### src/rtl/mult_div_unit.sv
// Iterative multiply/divide unit that owns the HI/LO register pair.
// Radix-2 shift-add multiply and restoring divide, one bit per cycle.
//
// Ports:
//   i_clk, i_rst        clock, asynchronous active-high reset
//   i_start, i_ope_sel  start request and op (00 MULT, 01 MULTU, 10 DIV, 11 DIVU)
//   i_data_a, i_data_b  operands; i_data_a is also the move-to data
//   i_abort             drop the operation in flight
//   i_wr_hi, i_wr_lo    move-to HI/LO (IDLE only)
//   o_busy, o_done      operation in flight / result-written pulse
//   o_dz                divide-by-zero, valid with o_done
//   o_hi, o_lo          HI/LO registers
module mult_div_unit #(
    parameter int NB_BITS = 32,
    parameter int NB_OPE  = 2
) (
    input  logic               i_clk,
    input  logic               i_rst,
    input  logic               i_start,
    input  logic [NB_OPE-1:0]  i_ope_sel,
    input  logic [NB_BITS-1:0] i_data_a,
    input  logic [NB_BITS-1:0] i_data_b,
    input  logic               i_abort,
    input  logic               i_wr_hi,
    input  logic               i_wr_lo,
    output logic               o_busy,
    output logic               o_done,
    output logic               o_dz,
    output logic [NB_BITS-1:0] o_hi,
    output logic [NB_BITS-1:0] o_lo
);

    localparam int CW = $clog2(NB_BITS);
    localparam logic [CW-1:0] LAST = CW'(NB_BITS - 1);

    typedef enum logic [1:0] {
        IDLE,
        RUN,
        FIN
    } state_t;

    state_t state, state_nxt;

    logic                 start_ok;
    logic                 is_div_q;
    logic                 sgn_q_q;
    logic                 sgn_r_q;
    logic                 dz_q;
    logic [NB_BITS-1:0]   raw_a_q;
    logic [NB_BITS-1:0]   opb_q;
    logic [2*NB_BITS-1:0] acc_q;
    logic [CW-1:0]        cnt_q;
    logic [NB_BITS-1:0]   hi_q;
    logic [NB_BITS-1:0]   lo_q;
    logic                 done_q;
    logic                 dzo_q;

    // Operand preparation at start: signed ops work on magnitudes.
    logic               op_signed;
    logic               a_neg;
    logic               b_neg;
    logic [NB_BITS-1:0] a_mag;
    logic [NB_BITS-1:0] b_mag;

    // One-iteration datapath.
    logic [NB_BITS:0]     mul_sum;
    logic [NB_BITS:0]     div_r;
    logic [NB_BITS:0]     div_trial;
    logic [2*NB_BITS-1:0] acc_step;

    // Sign-corrected results.
    logic [2*NB_BITS-1:0] prod_fix;
    logic [NB_BITS-1:0]   quo_fix;
    logic [NB_BITS-1:0]   rem_fix;

    assign start_ok  = (state == IDLE) && i_start && !i_abort;
    assign op_signed = !i_ope_sel[0];
    assign a_neg     = op_signed && i_data_a[NB_BITS-1];
    assign b_neg     = op_signed && i_data_b[NB_BITS-1];
    assign a_mag     = a_neg ? -i_data_a : i_data_a;
    assign b_mag     = b_neg ? -i_data_b : i_data_b;

    always_comb begin
        mul_sum   = {1'b0, acc_q[2*NB_BITS-1:NB_BITS]};
        if (acc_q[0])
            mul_sum = mul_sum + {1'b0, opb_q};
        div_r     = {acc_q[2*NB_BITS-1:NB_BITS], acc_q[NB_BITS-1]};
        div_trial = div_r - {1'b0, opb_q};
        if (!is_div_q)
            // Accumulate into the upper half and shift the multiplier out.
            acc_step = {mul_sum, acc_q[NB_BITS-1:1]};
        else if (div_trial[NB_BITS])
            // Trial went negative: keep the shifted remainder, bit is 0.
            acc_step = {div_r[NB_BITS-1:0], acc_q[NB_BITS-2:0], 1'b0};
        else
            acc_step = {div_trial[NB_BITS-1:0], acc_q[NB_BITS-2:0], 1'b1};
    end

    assign prod_fix = sgn_q_q ? -acc_q : acc_q;
    assign quo_fix  = sgn_q_q ? -acc_q[NB_BITS-1:0] : acc_q[NB_BITS-1:0];
    assign rem_fix  = sgn_r_q ? -acc_q[2*NB_BITS-1:NB_BITS]
                              : acc_q[2*NB_BITS-1:NB_BITS];

    always_ff @(posedge i_clk or posedge i_rst) begin
        if (i_rst)
            state <= IDLE;
        else
            state <= state_nxt;
    end

    always_comb begin
        state_nxt = state;
        unique case (state)
            IDLE: if (start_ok) state_nxt = RUN;
            RUN: begin
                if (i_abort)
                    state_nxt = IDLE;
                else if (cnt_q == LAST)
                    state_nxt = FIN;
            end
            FIN:     state_nxt = IDLE;
            default: state_nxt = IDLE;
        endcase
    end

    always_ff @(posedge i_clk or posedge i_rst) begin
        if (i_rst) begin
            is_div_q <= 1'b0;
            sgn_q_q  <= 1'b0;
            sgn_r_q  <= 1'b0;
            dz_q     <= 1'b0;
            raw_a_q  <= '0;
            opb_q    <= '0;
            acc_q    <= '0;
            cnt_q    <= '0;
            hi_q     <= '0;
            lo_q     <= '0;
            done_q   <= 1'b0;
            dzo_q    <= 1'b0;
        end else begin
            done_q <= 1'b0;
            dzo_q  <= 1'b0;
            unique case (state)
                IDLE: begin
                    if (start_ok) begin
                        is_div_q <= i_ope_sel[1];
                        sgn_q_q  <= a_neg ^ b_neg;
                        sgn_r_q  <= a_neg;
                        dz_q     <= i_ope_sel[1] && (i_data_b == '0);
                        raw_a_q  <= i_data_a;
                        cnt_q    <= '0;
                        if (i_ope_sel[1]) begin
                            acc_q <= {{NB_BITS{1'b0}}, a_mag};
                            opb_q <= b_mag;
                        end else begin
                            acc_q <= {{NB_BITS{1'b0}}, b_mag};
                            opb_q <= a_mag;
                        end
                    end else begin
                        if (i_wr_hi) hi_q <= i_data_a;
                        if (i_wr_lo) lo_q <= i_data_a;
                    end
                end
                RUN: begin
                    acc_q <= acc_step;
                    cnt_q <= cnt_q + 1'b1;
                end
                FIN: begin
                    if (!i_abort) begin
                        done_q <= 1'b1;
                        dzo_q  <= dz_q;
                        if (dz_q) begin
                            hi_q <= raw_a_q;
                            lo_q <= '1;
                        end else if (is_div_q) begin
                            hi_q <= rem_fix;
                            lo_q <= quo_fix;
                        end else begin
                            hi_q <= prod_fix[2*NB_BITS-1:NB_BITS];
                            lo_q <= prod_fix[NB_BITS-1:0];
                        end
                    end
                end
                default: ;
            endcase
        end
    end

    assign o_busy = (state != IDLE);
    assign o_done = done_q;
    assign o_dz   = dzo_q;
    assign o_hi   = hi_q;
    assign o_lo   = lo_q;

endmodule
### config.mk
export PLATFORM = sky130hd
export DESIGN_NAME = mult_div_unit
export DESIGN_NICKNAME = d
export VERILOG_FILES = /design/src/rtl/mult_div_unit.sv
export SDC_FILE = /design/constraint.sdc
export NUM_CORES = 1
export LEC_CHECK = 0
export CAP_MARGIN = 20
export CORE_UTILIZATION = 35
export CTS_CLUSTER_SIZE = 8
export DETAILED_ROUTE_END_ITERATION = 7
export MAX_ROUTING_LAYER = met4
export PLACE_DENSITY = 0.51
export RECOVER_POWER = 50
export SYNTH_ARGS = -nofsm -noshare
export SYNTH_HDL_FRONTEND = slang
export SYNTH_SLANG_ARGS = --single-unit
### constraint.sdc
create_clock -name i_clk -period 10.2 [get_ports i_clk]
set_clock_uncertainty 0.1 [all_clocks]
set_input_delay 3.06 -clock i_clk [delete_from_list [all_inputs] [get_ports i_clk]]
set_output_delay 3.06 -clock i_clk [all_outputs]
set_load 0.03 [all_outputs]
* After elaboration in Yosys (flattened, before gate mapping)
Index checks and enable logic that the tools add are counted.
** Storage, ports and cells
- Bits in registers :: 205
- Input port bits :: 72
- Output and inout port bits :: 67
- Logic and storage cells :: 82
** Operators by class
- Add/sub/neg operators :: 8
- Equal/unequal tests :: 9
- Mux-type cells :: 34
- Bitwise operators :: 1
- Reduce and logical (&&, ||, !) cells :: 17
** Operator list (count)
- $mux W32 :: 16
- $mux W64 :: 4
- $neg A32 Y32 :: 4
- $pmux W32 S2 :: 2
- $pmux W64 S2 :: 1
- $neg A64 Y64 :: 1
- $add A32 B32 Y33 :: 1
- $mux W33 :: 1
- $sub A33 B32 Y33 :: 1
- $logic_not A32 Y1 :: 1
- $ne A2 B2 Y1 const B :: 5
- $pmux W5 S2 :: 1
- $reduce_and A4 Y1 :: 2
- $mux W2 :: 3
- $reduce_and A2 Y1 :: 3
- $reduce_bool A2 Y1 :: 3
- $add A5 B1 Y5 const B :: 1
- $eq A5 B5 Y1 const B :: 1
- $logic_and A1 B1 Y1 :: 5
- $mux W5 :: 1
- $mux W1 :: 4
- $pmux W2 S2 :: 1
- $ne A3 B3 Y1 const B :: 1
- $eq A2 B1 Y1 const B :: 1
- other kinds (4) :: 5

* Logic depth before layout (Yosys ltp)
- Depth in word-level cells :: 6
- Depth in mapped cells :: 14
- Depth with buffers taken out :: 12

* Worst setup path after synthesis
No wires, ideal clock.
- Path kind :: input -> register
- Start point :: input i_data_a[8]
- End point :: register acc_q[24]
- Setup time :: 0.137 ns
- Arrival time :: 5.399 ns
- Data required time :: 9.963 ns
- Path slack :: 4.564 ns
- Stages :: 10
- Path buffers :: 1
- Cells stage by stage :: clkbuf_1 -> or4_1 -> or4_1 -> nor3b_1 -> nand2_1 -> o21ai_0 -> xor2_1 -> a211oi_1 -> a211oi_1 -> a21oi_1
** Between the ends
- Cells in the longest elaborated chain, start to end :: 5
** Ends and longest elaborated chain
- from (decl) :: line 21 : input logic [NB_BITS-1:0] i_data_a,
- $neg A32 Y32 :: line 80 : assign a_mag = a_neg ? -i_data_a : i_data_a;
- $mux W32 :: line 80
- $mux W32 :: line 152 : if (i_ope_sel[1]) begin
- $mux W64 :: line 145 : if (start_ok) begin
- $pmux W64 S2 :: line 143 : unique case (state)
- to (signal assigned) :: line 153 : acc_q <= {{NB_BITS{1'b0}}, a_mag};
- to (signal assigned) :: line 156 : acc_q <= {{NB_BITS{1'b0}}, b_mag};
- to (signal assigned) :: line 165 : acc_q <= acc_step;
- to (decl) :: line 51 : logic [2*NB_BITS-1:0] acc_q;
No other way between the ends. The select of a mux whose other input is x is not followed.
A chain may end at the register's enable or synchronous reset.

* Worst setup path after layout
- Start point :: input i_abort
- End point :: register opb_q[10]
** Between the ends
- Cells in the longest elaborated chain, start to end :: 3
** Ends and longest elaborated chain
- from (decl) :: line 23 : input logic i_abort,
- $logic_not A1 Y1
- $logic_and A1 B1 Y1 :: line 76 : assign start_ok = (state == IDLE) && i_start && !i_abort;
- $reduce_and A2 Y1 (no source line)
- to (signal assigned) :: line 154 : opb_q <= b_mag;
- to (signal assigned) :: line 157 : opb_q <= a_mag;
- to (decl) :: line 50 : logic [NB_BITS-1:0] opb_q;
No other way between the ends.

==> out/summary.md <==
- result of the run: finished with violations
- violations in the final reports: DRC, capacitance limit, slew limit
- number of buffers inserted by hold repair at cts: 0
- number of max-cap violations: 4
- total chip power: 5.25 mW
- top sig layer: met4
- number of enable-type register cells in the synthesized netlist: 0
- buffer count from post-CTS setup fixing: 0
- Buffers on Ports: 138
- fraction of registers with async set/reset: 1.00
- distinct cell type count of the synthesized netlist: 71
- syn_nets: 2277
- final-layout worst hold slack: 369 ps
- leakage power summed over all cells: 8.07 nW
- synthesized area divided by synthesized cell count: 7.85 um2
- final count of hold timing violations: 0
- via total after detailed routing: 16594
- Die Y-Extent: 221 um
- final period demand of the worst path: 7550 ps
- clock insertion delay at the later pin of the skew report: 580 ps
- Antenna Nets Post-Route: 0
- number of H-tree levels: 1
- DRC violations left: 11
- Worst path top cell family by delay: buffers and inverters
- transition at the pin with the smallest max-transition slack: 4500 ps
- clock-pin slew on the worst setup and hold paths: 50 ps
- Setup Total Neg Slack: 0 ps
- Congestion Overflow GR: 0
- leading cell types by total area after synthesis: dfrtp_1 (31%), nand2_1 (6.8%), o21ai_0 (5.6%), ha_1 (5.2%), xnor2_1 (5.2%)
- ratio of total power to cell area: 272 mW/mm2
- number of top-level design ports: 139
- fin. max-slew vios: 249
- utilization after layout: 0.412
- aggregate global-route resource usage: 0.280
- largest area contributor in the netlist: dfrtp_1
- unrepaired setup endpoints after global routing: false
- most frequent cell after synthesis: nand2_1
- count of state elements after synthesis: 205
- worst max-slew margin expressed relative to the limit: -2.02
- cell with the largest stage delay on the worst path: clkbuf_1
- area share of the largest cell type after synthesis: 0.306
- number of global-route vias before repair: 15317
- CTS tree: built
- least setup slack across all paths after layout: 2650 ps
- Bufs and invs on worst path: 2
- critical path start-end classification: in -> reg
- commonest cells in the netlist: nand2_1 (303), dfrtp_1 (205), o21ai_0 (188)
- CP Data Required Time: 10530 ps
- effective utilization at floorplan: 0.357
- Crit path arrival time: 7880 ps
- Max Clock Freq: 132 MHz
- number of standard-cell rows in the floorplan: 79
- wire length of the first global-routing pass: 99000 um
- routed wl met2: 29200 um
- cells along the critical path: dlygate4sd3_1, nand2b_1, nor2_1, clkbuf_1, o211ai_1, o21ai_0
- final setup fails: 0
- final critical-path share of the clock period: 0.740
- clock buffer count from CTS: 30
- area of the placeable core: 0.0469 mm2
- Worst Path Max Fanout: 64
- main flop type after synthesis: dfrtp_1
- die span in x: 221 um
- gp weighted congestion: 0.916
- peak per-stage delay on the critical path: 2530 ps
- kind of end point of the critical path: register
- Cell Area, Synth: 0.0167 mm2
- met1 WL: 31500 um
- via density per instance: 5.97
- net total in the final layout: 2311
- Post-Route WL: 67500 um
- Antenna Diode Count: 0
- first-pass iteration count of the detailed router: 8
- pre-CTS setup slack: 3530 ps
- clock tree root driver cell: clkbuf_16
- growth of design area from synthesis to finish: 15.3%
- IR drop worst, VDD: 0.000185 V
- sequential area share after synthesis: 0.306
- Post-CTS Resized: 0
- DRT iter0 DRCs: 1661
- number of cells produced by synthesis: 2133
- maximum number of pins on one net before global-route repair: 95
- antenna violations before repair: 2
- ratio of cells with drive above 1 in the final layout: 0.0437
- Syn. warnings: 0
- Die Footprint: 0.0487 mm2
- number of clock sinks: 205
- Tightest Hold Check Type: reg -> reg
- estimated wirelength of the detail-placed design: 50100 um
- clock tree buffer depth: 3
- per-cell routed wire length: 24.3 um
- CP startpoint kind: input port
- Met3 Wirelength: 4870 um
final cells by class:
type | instances | area, um2
Multi-Input combinational cell | 1697 | 10800
Sequential cell | 205 | 5130
Tap cell | 607 | 759
Inverter | 68 | 256
Timing Repair Buffer | 165 | 1590
Fill cell | 4830 | 27500
Clock buffer | 35 | 811
Clock inverter | 2 | 10.0
path summary, 6_finish.rpt:
path	slack (ps)	to	start	cells past startpoint
worst max register to register	5110	opb_q[10]	state[1]	5
worst min-delay path	370	raw_a_q[26]	raw_a_q[26]	2
worst max-delay path	2650	opb_q[10]	i_abort	6
worst min register to register	370	raw_a_q[26]	raw_a_q[26]	2
max in group asynchronous	2890	o_lo[7]	i_rst	3
min in group asynchronous	4220	o_hi[24]	i_rst	2
registers in the layout (all words and copies together), names as in the netlist, 2 cells and up:
signal and flops:
raw_a_q 32, opb_q 32, acc_q 64, state 2
o_hi 32, cnt_q 5, o_lo 32
report_power, final:
| group | switching [mW] | leakage (nW) | internal, mW |
|---|---|---|---|
| Clock | 0.380 | 0.407 | 0.545 |
| Combinational | 1.73 | 5.15 | 1.15 |
| Sequential | 0.431 | 2.52 | 1.02 |
per-stage QoR:
step	area, um2	std cells
after global routing	19300	2779
after global placement	18500	2740
after detailed placement	18500	2740
after floorplan	16700	2133
final	19300	2779
after CTS	19300	2777
worst min-delay path, delay by kind of cell, from the launching register on:
kind,cells,cell delay [ps]
DFF,1,330
and+or+nand+nor,2,100
cell usage in the layout, fill, tap and decap left out, types with 5 or more instances in the layout:
cell type and n:
a211oi_1 67, a21o_1 47, a21oi_1 164, a221oi_1 9, a22oi_1 12, a31oi_1 24, a41oi_1 6, and3_1 11
buf_4 22, clkbuf_1 5, clkbuf_16 31, clkdlybuf4s50_1 135, dfrtp_1 203, ha_1 70, inv_1 65, mux2_2 7
mux2i_1 76, nand2_1 303, nand2b_1 15, nand3_1 29, nand4_1 13, nor2_1 147, nor2b_1 10, nor3_1 45
nor3b_1 7, nor4_1 20, o211ai_1 21, o21a_1 8, o21ai_0 188, o221ai_1 16, o22ai_1 33, o311ai_0 8
o31ai_1 31, o41ai_1 14, or2_2 9, or3_1 30, or4_1 19, xnor2_1 99, xor2_1 72
cell families (layout without fill, tap and decap cells):
| logic type | count (synthesis) | after routing | synth area share |
|---|---|---|---|
| flops | 205 | 205 | 0.306 |
| xor+xnor | 171 | 171 | 0.0894 |
| buf+inv | 231 | 270 | 0.0525 |
| mux | 83 | 83 | 0.0501 |
| compound gates | 692 | 692 | 0.261 |
| simple gates | 679 | 679 | 0.186 |
| fa+ha+maj | 72 | 72 | 0.0547 |
routing by layer:
metal,vias up,GRT usage
met1,8061,0.395
li1,7802,-
met3,93,0.0491
met5,-,-
met4,0,0.0749
met2,638,0.410
No activity file was read; power rests on OpenSTA's default activity.
